--- src/rtl/csi2_rx_pkg.sv ---
// Shared definitions for the CSI-2 receive path: calibration FSM states and
// the delay-line tap width helper.
package csi2_rx_pkg;

  typedef enum logic [2:0] {
    IDLE    = 3'd0,
    REWIND  = 3'd1,
    SETTLE  = 3'd2,
    MEASURE = 3'd3,
    STEP    = 3'd4,
    APPLY   = 3'd5,
    DONE    = 3'd6
  } cal_state_t;

  function automatic int calTapWidth(input int taps);
    return (taps > 1) ? $clog2(taps) : 1;
  endfunction

  localparam int CAL_DEFAULT_TAPS = 32;
  localparam int CAL_TAP_W        = calTapWidth(CAL_DEFAULT_TAPS);

endpackage

--- src/rtl/csi2_lane_eye_tracker.sv ---
// Per-lane eye tracker: counts sync hits per window, classifies each tap and
// keeps the longest run of good taps, yielding the tap centred on that run.
module csi2_lane_eye_tracker
  import csi2_rx_pkg::*;
#(
  parameter int TAPS          = 32,
  parameter int WINDOW_CYCLES = 4096,
  parameter int MIN_HITS      = 4
) (
  input  logic                         ref_clk_i,
  input  logic                         ref_srst_i,
  input  logic                         i_clear,
  input  logic                         i_clearHits,
  input  logic                         i_count,
  input  logic                         i_evaluate,
  input  logic [calTapWidth(TAPS)-1:0] i_index,
  input  logic                         i_hit,
  output logic [calTapWidth(TAPS)-1:0] o_target,
  output logic                         o_found
);

  localparam int TAP_W = calTapWidth(TAPS);
  localparam int HIT_W = $clog2(WINDOW_CYCLES + 1);
  localparam int LEN_W = $clog2(TAPS + 1);
  localparam logic [HIT_W-1:0] MIN_HITS_V = HIT_W'(MIN_HITS);

  logic [HIT_W-1:0] r_hits;
  logic [HIT_W:0]   w_hitsSum;
  logic [HIT_W-1:0] w_hitsSat;
  logic [HIT_W-1:0] w_hitsFinal;
  logic             w_good;
  logic [LEN_W-1:0] r_runLen;
  logic [LEN_W-1:0] r_bestLen;
  logic [LEN_W-1:0] w_runLenNext;
  logic [LEN_W-1:0] w_bestLenM1;
  logic [TAP_W-1:0] r_runStart;
  logic [TAP_W-1:0] r_bestStart;

  assign w_hitsSum    = {1'b0, r_hits} + {{HIT_W{1'b0}}, i_hit};
  assign w_hitsSat    = w_hitsSum[HIT_W] ? {HIT_W{1'b1}} : w_hitsSum[HIT_W-1:0];
  // The decision includes a hit arriving in the final window cycle.
  assign w_hitsFinal  = i_count ? w_hitsSat : r_hits;
  assign w_good       = (w_hitsFinal >= MIN_HITS_V);
  assign w_runLenNext = r_runLen + LEN_W'(1);
  assign w_bestLenM1  = r_bestLen - LEN_W'(1);

  assign o_found  = (r_bestLen != '0);
  assign o_target = o_found ? (r_bestStart + TAP_W'(w_bestLenM1 >> 1)) : '0;

  always_ff @(posedge ref_clk_i or posedge ref_srst_i) begin
    if (ref_srst_i) begin
      r_hits <= '0;
    end else if (i_clearHits) begin
      r_hits <= '0;
    end else if (i_count) begin
      r_hits <= w_hitsSat;
    end
  end

  // Strictly-greater update keeps the first of equal-length runs.
  always_ff @(posedge ref_clk_i or posedge ref_srst_i) begin
    if (ref_srst_i) begin
      r_runLen    <= '0;
      r_runStart  <= '0;
      r_bestLen   <= '0;
      r_bestStart <= '0;
    end else if (i_clear) begin
      r_runLen    <= '0;
      r_runStart  <= '0;
      r_bestLen   <= '0;
      r_bestStart <= '0;
    end else if (i_evaluate) begin
      if (w_good) begin
        r_runLen <= w_runLenNext;
        if (r_runLen == '0) begin
          r_runStart <= i_index;
        end
        if (w_runLenNext > r_bestLen) begin
          r_bestLen   <= w_runLenNext;
          r_bestStart <= (r_runLen == '0) ? i_index : r_runStart;
        end
      end else begin
        r_runLen <= '0;
      end
    end
  end

endmodule

--- src/rtl/csi2_delay_cal.sv ---
// D-PHY data-lane delay calibration: sweeps every tap, measures SoT sync hits
// per lane and parks each lane in the middle of its widest good window.
module csi2_delay_cal
  import csi2_rx_pkg::*;
#(
  parameter int DATA_LANES    = 2,
  parameter int TAPS          = 32,
  parameter int SETTLE_CYCLES = 16,
  parameter int WINDOW_CYCLES = 4096,
  parameter int MIN_HITS      = 4
) (
  input  logic                                    ref_clk_i,
  input  logic                                    ref_srst_i,
  input  logic                                    start_i,
  input  logic [DATA_LANES-1:0]                   sync_hit_i,
  output logic [DATA_LANES-1:0]                   inc_delay_o,
  output logic                                    busy_o,
  output logic                                    done_o,
  output logic [DATA_LANES-1:0]                   lane_ok_o,
  output logic [DATA_LANES*calTapWidth(TAPS)-1:0] tap_o
);

  localparam int TAP_W   = calTapWidth(TAPS);
  localparam int CNT_MAX = (SETTLE_CYCLES > WINDOW_CYCLES) ? SETTLE_CYCLES : WINDOW_CYCLES;
  localparam int CNT_W   = $clog2(CNT_MAX + 1);
  localparam logic [TAP_W-1:0] TAP_MAX    = TAP_W'(TAPS - 1);
  localparam logic [CNT_W-1:0] SETTLE_END = CNT_W'(SETTLE_CYCLES - 1);
  localparam logic [CNT_W-1:0] WINDOW_END = CNT_W'(WINDOW_CYCLES - 1);

  cal_state_t              r_state;
  cal_state_t              w_nextState;
  logic [CNT_W-1:0]        r_cnt;
  logic [TAP_W-1:0]        r_idx;
  logic [TAP_W-1:0]        r_tap [DATA_LANES];
  logic [DATA_LANES-1:0]   r_laneOk;
  logic                    r_done;
  logic [TAP_W-1:0]        w_target [DATA_LANES];
  logic [DATA_LANES-1:0]   w_found;
  logic [DATA_LANES-1:0]   w_tapNz;
  logic [DATA_LANES-1:0]   w_tapMiss;
  logic [DATA_LANES-1:0]   w_inc;
  logic                    w_startAcc;
  logic                    w_sweepBegin;
  logic                    w_settle;
  logic                    w_measure;
  logic                    w_evaluate;

  for (genvar n = 0; n < DATA_LANES; n++) begin : g_lane
    assign w_tapNz[n]   = (r_tap[n] != '0);
    assign w_tapMiss[n] = (r_tap[n] != w_target[n]);
    assign tap_o[n*TAP_W +: TAP_W] = r_tap[n];

    csi2_lane_eye_tracker #(
      .TAPS          (TAPS),
      .WINDOW_CYCLES (WINDOW_CYCLES),
      .MIN_HITS      (MIN_HITS)
    ) u_tracker (
      .ref_clk_i   (ref_clk_i),
      .ref_srst_i  (ref_srst_i),
      .i_clear     (w_sweepBegin),
      .i_clearHits (w_settle),
      .i_count     (w_measure),
      .i_evaluate  (w_evaluate),
      .i_index     (r_idx),
      .i_hit       (sync_hit_i[n]),
      .o_target    (w_target[n]),
      .o_found     (w_found[n])
    );
  end

  always_ff @(posedge ref_clk_i or posedge ref_srst_i) begin
    if (ref_srst_i) begin
      r_state <= IDLE;
    end else begin
      r_state <= w_nextState;
    end
  end

  always_comb begin
    w_nextState  = r_state;
    w_inc        = '0;
    w_startAcc   = 1'b0;
    w_sweepBegin = 1'b0;
    w_settle     = 1'b0;
    w_measure    = 1'b0;
    w_evaluate   = 1'b0;
    case (r_state)
      IDLE, DONE: begin
        if (start_i) begin
          w_startAcc = 1'b1;
          if (|w_tapNz) begin
            w_nextState = REWIND;
          end else begin
            w_nextState  = SETTLE;
            w_sweepBegin = 1'b1;
          end
        end
      end
      // Rewinding means wrapping forward through TAPS-1 back to tap 0.
      REWIND: begin
        if (|w_tapNz) begin
          w_inc = w_tapNz;
        end else begin
          w_nextState  = SETTLE;
          w_sweepBegin = 1'b1;
        end
      end
      SETTLE: begin
        w_settle = 1'b1;
        if (r_cnt == SETTLE_END) begin
          w_nextState = MEASURE;
        end
      end
      MEASURE: begin
        w_measure = 1'b1;
        if (r_cnt == WINDOW_END) begin
          w_evaluate  = 1'b1;
          w_nextState = STEP;
        end
      end
      STEP: begin
        w_inc       = '1;
        w_nextState = (r_idx == TAP_MAX) ? APPLY : SETTLE;
      end
      APPLY: begin
        w_inc = w_tapMiss;
        if (w_tapMiss == '0) begin
          w_nextState = DONE;
        end
      end
      default: w_nextState = IDLE;
    endcase
  end

  // Phase counter restarts on every state change.
  always_ff @(posedge ref_clk_i or posedge ref_srst_i) begin
    if (ref_srst_i) begin
      r_cnt <= '0;
    end else if (w_nextState != r_state) begin
      r_cnt <= '0;
    end else if (w_settle || w_measure) begin
      r_cnt <= r_cnt + CNT_W'(1);
    end
  end

  always_ff @(posedge ref_clk_i or posedge ref_srst_i) begin
    if (ref_srst_i) begin
      r_idx <= '0;
    end else if (w_sweepBegin) begin
      r_idx <= '0;
    end else if (r_state == STEP && r_idx != TAP_MAX) begin
      r_idx <= r_idx + TAP_W'(1);
    end
  end

  always_ff @(posedge ref_clk_i or posedge ref_srst_i) begin
    if (ref_srst_i) begin
      for (int n = 0; n < DATA_LANES; n++) begin
        r_tap[n] <= '0;
      end
    end else begin
      for (int n = 0; n < DATA_LANES; n++) begin
        if (w_inc[n]) begin
          r_tap[n] <= (r_tap[n] == TAP_MAX) ? '0 : r_tap[n] + TAP_W'(1);
        end
      end
    end
  end

  always_ff @(posedge ref_clk_i or posedge ref_srst_i) begin
    if (ref_srst_i) begin
      r_laneOk <= '0;
      r_done   <= 1'b0;
    end else begin
      if (w_sweepBegin) begin
        r_laneOk <= '0;
      end else if (r_state == APPLY) begin
        r_laneOk <= r_laneOk | w_found;
      end
      if (w_startAcc) begin
        r_done <= 1'b0;
      end else if (r_state == APPLY && w_nextState == DONE) begin
        r_done <= 1'b1;
      end
    end
  end

  assign inc_delay_o = w_inc;
  assign busy_o      = (r_state != IDLE) && (r_state != DONE);
  assign done_o      = r_done;
  assign lane_ok_o   = r_laneOk;

endmodule

--- config.mk ---
export PLATFORM = sky130hd
export DESIGN_NAME = csi2_delay_cal
export DESIGN_NICKNAME = d
export VERILOG_FILES = /design/src/rtl/csi2_rx_pkg.sv /design/src/rtl/csi2_lane_eye_tracker.sv /design/src/rtl/csi2_delay_cal.sv
export SDC_FILE = /design/constraint.sdc
export NUM_CORES = 1
export LEC_CHECK = 0
export CAP_MARGIN = 20
export CELL_PAD_IN_SITES_DETAIL_PLACEMENT = 1
export CELL_PAD_IN_SITES_GLOBAL_PLACEMENT = 1
export CORE_UTILIZATION = 35
export DETAILED_ROUTE_END_ITERATION = 8
export PLACE_DENSITY = 0.7
export SETUP_SLACK_MARGIN = 0.05
export SYNTH_ARGS = -nofsm -noshare
export SYNTH_HDL_FRONTEND = slang
export SYNTH_SLANG_ARGS = --single-unit
--- constraint.sdc ---
create_clock -name ref_clk_i -period 3.9 [get_ports ref_clk_i]
set_clock_uncertainty 0.15 [all_clocks]
set_input_delay 0.39 -clock ref_clk_i [delete_from_list [all_inputs] [get_ports ref_clk_i]]
set_output_delay 0.39 -clock ref_clk_i [all_outputs]
set_load 0.05 [all_outputs]
== Word level (Yosys, flattened, before mapping) ==
Index checks and enable logic that the tools add are counted.
Widths: inputs -> output; s select.

* Logic and storage cells: 146
* Register bits after elaboration: 104

* Muxes and demuxes: 67
* Bitwise operators: 1
* Reductions and logical operators: 28
* Add/sub/neg operators: 12
* Order comparisons: 4
* Equality and inequality tests: 17

{| class="wikitable"
|+ Operator list
! kind !! number
|-
| $mux 5 || 22
|-
| $mux 13 || 8
|-
| $mux 6 || 14
|-
| $add 13x1->14 || 2
|-
| $ge 13x3->1 const B || 2
|-
| $mux 3 || 6
|-
| $pmux 3 s6 || 1
|-
| $reduce_bool 2->1 || 9
|-
| $add 5x1->5 const B || 3
|-
| $eq 5x5->1 const B || 3
|-
| $add 13x1->13 const B || 1
|-
| $eq 13x12->1 const B || 1
|-
| $eq 13x4->1 const B || 1
|-
| $add 6x1->6 const B || 2
|-
| $eq 3x3->1 const B || 4
|-
| $gt 6x6->1 || 2
|-
| $logic_not 6->1 || 2
|-
| $reduce_bool 6->1 || 2
|-
| $sub 6x1->6 const B || 2
|-
| $add 5x5->5 || 2
|-
| $mux 1 || 10
|-
| $ne 5x5->1 || 2
|-
| $reduce_bool 5->1 || 2
|-
| $mux 2 || 4
|-
| 16 further kinds || 22
|}

== Logic depth before layout (Yosys ltp) ==
* Depth in word-level cells: 11
* Gate-level depth with buffers: 13

== By module ==
From an unflattened synthesis, not the netlist that was laid out.

* Cells, all modules: 796
* Area, all modules: 7,415.9 µm²

{| class="wikitable"
|+ Modules (own cells, without submodules)
! module !! times used !! seq. area each (µm²) !! cells each !! area an instance (µm²)
|-
| csi2_lane_eye_tracker at g_lane[1].u_tracker || 1 || 875.8 || 283 || 2,577.5
|-
| csi2_lane_eye_tracker at g_lane[0].u_tracker || 1 || 875.8 || 285 || 2,534.9
|-
| csi2_delay_cal || 1 || 850.8 || 228 || 2,303.5
|}

== Worst setup path before layout ==
Ideal clock, no wire load.

* Path type: register to register
* Start point: register g_lane[0].u_tracker.r_bestLen[1]
* End point: register r_tap, in the netlist tap_o[4]
* Setup time: 0.125 ns
* Slack: 0.311 ns
* Cell stages (with the launch flop): 11
* Path buffers: 0
* Arrival time: 3.314 ns
* Cells stage by stage: dfrtp_1 -> inv_1 -> ha_1 -> or3b_2 -> xnor2_1 -> ha_1 -> a21oi_1 -> xnor3_1 -> or3_1 -> a31oi_2 -> mux2_2

* Longest elaborated chain between the ends: 5
* Elaborated cells on any way between the ends: 6
* Those cells by class: add/sub: 2; eq/ne: 1; mux: 2; reduce/logical: 1

{| class="wikitable"
|+ Ends and longest elaborated chain
! what !! line !! source
|-
| from (decl) || csi2_lane_eye_tracker.sv:33 || <nowiki>logic [LEN_W-1:0] r_bestLen;</nowiki>
|-
| from (signal assigned) || csi2_lane_eye_tracker.sv:79 || <nowiki>r_bestLen <= w_runLenNext;</nowiki>
|-
| $sub 6x1->6 || csi2_lane_eye_tracker.sv:45 || <nowiki>assign w_bestLenM1 = r_bestLen - LEN_W'(1);</nowiki>
|-
| $add 5x5->5 || csi2_lane_eye_tracker.sv:48 || <nowiki>assign o_target = o_found ? (r_bestStart + TAP_W'(w_bestLenM1 >> 1)) : '0;</nowiki>
|-
| $mux 5 * || csi2_lane_eye_tracker.sv:48 ||
|-
| $ne 5x5->1 * || csi2_delay_cal.sv:50 || <nowiki>assign w_tapMiss[n] = (r_tap[n] != w_target[n]);</nowiki>
|-
| $pmux 2 s3 * || csi2_delay_cal.sv:87 || <nowiki>case (r_state)</nowiki>
|-
| via inc_delay_o[0] || csi2_delay_cal.sv:16 || <nowiki>output logic [DATA_LANES-1:0] inc_delay_o,</nowiki>
|-
| to (signal, indexed assignment) || csi2_delay_cal.sv:164 || <nowiki>r_tap[n] <= (r_tap[n] == TAP_MAX) ? '0 : r_tap[n] + TAP_W'(1);</nowiki>
|-
| to (decl) || csi2_delay_cal.sv:34 || <nowiki>logic [TAP_W-1:0] r_tap [DATA_LANES];</nowiki>
|}

The timed path passes the listed nets; every way through them passes the cells marked *.
A chain may end at the register's enable or synchronous reset.

== Final worst setup path ==
* Start point: register g_lane[1].u_tracker.r_bestLen[0]
* End point: output inc_delay_o[1]

* Longest elaborated chain between the ends: 5
* Elaborated cells on any way between the ends: 6
* Those cells by class: add/sub: 2; eq/ne: 1; mux: 2; reduce/logical: 1

{| class="wikitable"
|+ Ends and longest elaborated chain
! what !! line
|-
| from (decl) || csi2_lane_eye_tracker.sv:33
|-
| from (signal assigned) || csi2_lane_eye_tracker.sv:79
|-
| $sub 6x1->6 || csi2_lane_eye_tracker.sv:45
|-
| $add 5x5->5 || csi2_lane_eye_tracker.sv:48
|-
| $mux 5 * || csi2_lane_eye_tracker.sv:48
|-
| $ne 5x5->1 * || csi2_delay_cal.sv:50
|-
| $pmux 2 s3 * || csi2_delay_cal.sv:87
|-
| to (decl) || csi2_delay_cal.sv:16
|}

Every way passes the cells marked *; elsewhere a longest branch is shown, timed or not.

==> flow_results.org <==
** Power and ir drop
- Power density normalized to cell area :: between 300 and 400 nW/µm²
- Maximum resistive drop on vdd :: 0.231 mV
- Leak Pwr :: 3.43 nW
- Final Power :: 2.41 mW

** Layout
- Final Instance Area :: 7990 µm²
- Post-route insts no fill :: 1064
- Layout filler cell count :: 2273
- The number of antenna diodes in the final layout is 0.
- NumNets Final :: roughly 840
- Measured on the finished design, the core utilization comes to 0.408.
- Of the cells placed in the final design, the portion with a size suffix greater than 1 is 0.123.
- Signed area change from the synthesized netlist to the final layout :: 13.5%

** Floorplan
- In this run the vertical extent of the chip is about 140 µm.
- Area of the placeable core :: 19600 µm²
- Die width :: ~140 µm
- The die covers 20700 µm².
- The initial utilization of the core area, before any placement, comes to 0.359.
- # rows :: 51
- For this design the top-level I/O count stands at 21.

** Place
- After detailed placement, the design holds a cell count of 1043.
- Gp weighted congestion :: 0.789
- Buffers placed on the I/O ports in this run total 20.
- Once placement finished, the instance area stood at 7600 µm².
- Pre-CTS worst setup slack :: 0.256 ns
- Post-detailed-placement half-perimeter wirelength :: approximately 13 mm

** Synthesis
- Yosys instantiated no cell more often than dfrtp_1.
- Post-Synthesis Net Count :: 822
- Synth Flop Type :: dfrtp_1
- Number of different library cells in the post-synthesis netlist :: 78
- For this run, the number of Yosys warnings is 0.
- Most area-consuming cells after synthesis :: dfrtp_1 (37%), ha_1 (7.3%), nand2_1 (4.2%)
- Proportion of netlist area held by the largest area contributor :: 0.370
- By count the netlist is led by dfrtp_1 (104), nand2_1 (79), a21oi_1 (46).
- Summed instance area of the synthesized netlist :: 7040 µm²
- For this run, asynchronously set or reset flops after synthesis account for 1.00.
- Post-synth top area cell :: dfrtp_1
- Synth Register Bits :: 104
- The cell count after synthesis came out at about 770.
- Number of enable flip-flop cells after synthesis :: 0
- Average size of a mapped cell :: 9.09 µm²
- Register area share after synthesis :: 0.370

** Timing
- The hold violation count in the final report was 0.
- For the pin with the worst max-slew slack, the measured transition is between 0.6 and 0.7 ns.
- Minimum clock period :: roughly 3.7 ns
- After routing, the total negative slack on setup checks comes to 0 ns.
- In the finished design, the share of the clock period the worst path needs comes to 0.951.
- Setup repair after global routing left no endpoint under its margin.
- On the final layout, the worst hold slack is about 0.33 ns.
- Final number of setup-violating endpoints :: 0
- Timing would allow up to 270 MHz.
- Worst slew margin :: 0.541
- Setup slack on the critical path of the routed design comes to 0.192 ns.
- The count of pins over their slew limit is 0.

** Detailed routing
- Total via count after detailed routing :: 5867
- The first TritonRoute pass finished after 4 iterations.
- Routed length per instance :: 16.9 µm
- After detailed routing, the total wire length is about 18 mm.
- Once detail routing completed, the nets flagged for antenna violations numbered 0.
- Number of DRC violations after detailed routing :: 0
- Via-to-Cell Ratio :: 5.51
- Number of violations reported at the end of detailed-routing iteration 0 :: 222

** Clocking
- Register clock-pin slew on the reported worst setup and hold paths :: 0.08 ns
- TritonCTS clock tree :: done
- The clock reaches the later pin of the worst-skew pair after roughly 0.36 ns.
- CTS Sinks :: 104
- H-Tree Level Count :: 3
- In this run, CTS created clock tree buffers numbering 9.
- Clock Tree Root :: clkbuf_16
- In this run the deepest clock path goes through 2 buffers.

** Critical path
- In this run the critical register-to-register path is launched from g_lane[1].u_tracker.r_bestLen[1]$_DFFE_PP0P_.
- Crit path DAT :: 3.17 ns
- Most prevalent standard cell on the critical path :: inv_1
- Along the worst path, the maximum fanout reaches 5.
- Type of origin of the critical path :: flip-flop
- The worst setup path is captured at an output port.
- For the worst setup path, the data required time is around 3.4 ns.
- For this run, the slowest stage of the critical path takes 0.47 ns.
- By startpoint and endpoint, the worst setup path is classified as reg2out.
- For this design, the slowest cell found on the critical path is fa_2.
- Tracing the worst setup path back leads to its startpoint at g_lane[1].u_tracker.r_bestLen[0]$_DFFE_PP0P_.
- Critical path cell sequence :: inv_1 > ha_2 > inv_1 > ha_1 > fa_2 > nor4bb_2 > a31oi_1 > nor4_2 > o311ai_2 > o41ai_4 > inv_1 > buf_4

** Worst hold path
- The tightest min-delay check is of the in2async type.

** Flow run
- Reported max-cap violation count :: 0

** GRT
- Aggregate global-route resource usage :: 0.189
- The via count of the first global-routing pass is a little over 6000.
- First-pass GRT wire length :: between 30 and 40 mm
- Pin count of the biggest net entering global routing :: 55
- GRT overflow :: 0
- Initial antenna violation count :: 0

** Outcome
- Run status :: complete, no violations
final cells by class:
| cell class | instances | area (µm²) | share of cell area |
|---|---|---|---|
| Multi-Input combinational cell | 595 | 4210 | 0.527 |
| Sequential cell | 104 | 2600 | 0.326 |
| Timing Repair Buffer | 45 | 420 | 0.0526 |
| Tap cell | 265 | 332 | 0.0415 |
| Clock buffer | 12 | 246 | 0.0309 |
| Inverter | 39 | 149 | 0.0186 |
| Clock inverter | 4 | 30.0 | 0.00376 |
sequential cells by signal, summed over array words and instances, names as in the netlist:
signal                        count
g_lane.u_tracker.r_bestLen       12
g_lane.u_tracker.r_bestStart     10
r_cnt                            13
r_idx                             5
g_lane.u_tracker.r_hits          26
r_state                           3
tap_o                            10
g_lane.u_tracker.r_runLen        12
lane_ok_o                         2
done_o                            1
g_lane.u_tracker.r_runStart      10
power by group:
part           switching (mW)  leakage [nW]  total (mW)  internal, mW
clock network           0.423         0.133       0.876         0.453
logic                   0.294          1.85       0.417         0.123
registers              0.0261          1.45        1.12          1.09
logic make-up after synthesis:
kind of cell,Yosys count,share of synthesized area
flops,104,0.370
xor+xnor,42,0.0583
buf+inv,75,0.0434
mux,35,0.0514
compound gates,186,0.182
fa+ha+maj,43,0.0786
simple gates,289,0.217
worst paths after layout:
path                                                                 endpoint  slack, ns  cells past startpoint
worst max-delay path                                           inc_delay_o[1]       0.19                     12
worst min-delay path                 g_lane[1].u_tracker.r_hits[10]$_DFF_PP0_       0.33                      2
worst max register to register                           r_cnt[9]$_DFFE_PP0P_       0.40                     13
worst min register to register                       lane_ok_o[0]$_DFFE_PP0P_       0.37                      2
max in group asynchronous       g_lane[0].u_tracker.r_runStart[3]$_DFFE_PP0P_       2.52                      3
min in group ref_clk_i                               lane_ok_o[0]$_DFFE_PP0P_       0.37                      2
routing by layer:
layer  wire length [µm]  track usage
met5                  0            0
met1               8710        0.249
met3                292       0.0340
met2               8680        0.316
met4                344       0.0532
cell usage in the layout (no fill, tap or decap), types with 5 or more instances in the layout:
cell and count:
or2_2 5, and4_1 5, dfrtp_1 104, a311oi_1 8
a211oi_1 12, or3_1 6, a31oi_1 12, nand3_1 31
mux2i_1 26, a211oi_2 9, nand4_1 16, or4_1 5
nand2_1 79, nor2_1 43, xor2_1 17, buf_4 24
clkdlybuf4s50_1 18, and3_1 16, nor3_1 25, mux2_2 9
nor4_1 11, xnor2_1 20, inv_1 38, clkbuf_16 9
o21ai_0 42, a21oi_1 44, o22ai_1 6, o21a_1 7
ha_1 40, nor2b_1 10
critical path, delay by kind of cell (launching register included):
family | cells | cell delay [ns]
AO/OA/AOI/OAI | 3 | 0.55
adder cells (fa/ha/maj) | 3 | 0.98
buffers and inverters | 4 | 0.39
flip-flops | 1 | 0.42
AND/OR/NAND/NOR | 2 | 0.48
timing repair:
item                                    CTS  global route
pin swaps                                 3             3
endpoints found under the hold margin     0             0
endpoints found under the setup margin    2             2
gates resized for setup                   2            13
setup buffers                             2             3
hold buffers                              0             0
No activity file was read; power rests on OpenSTA's default activity.
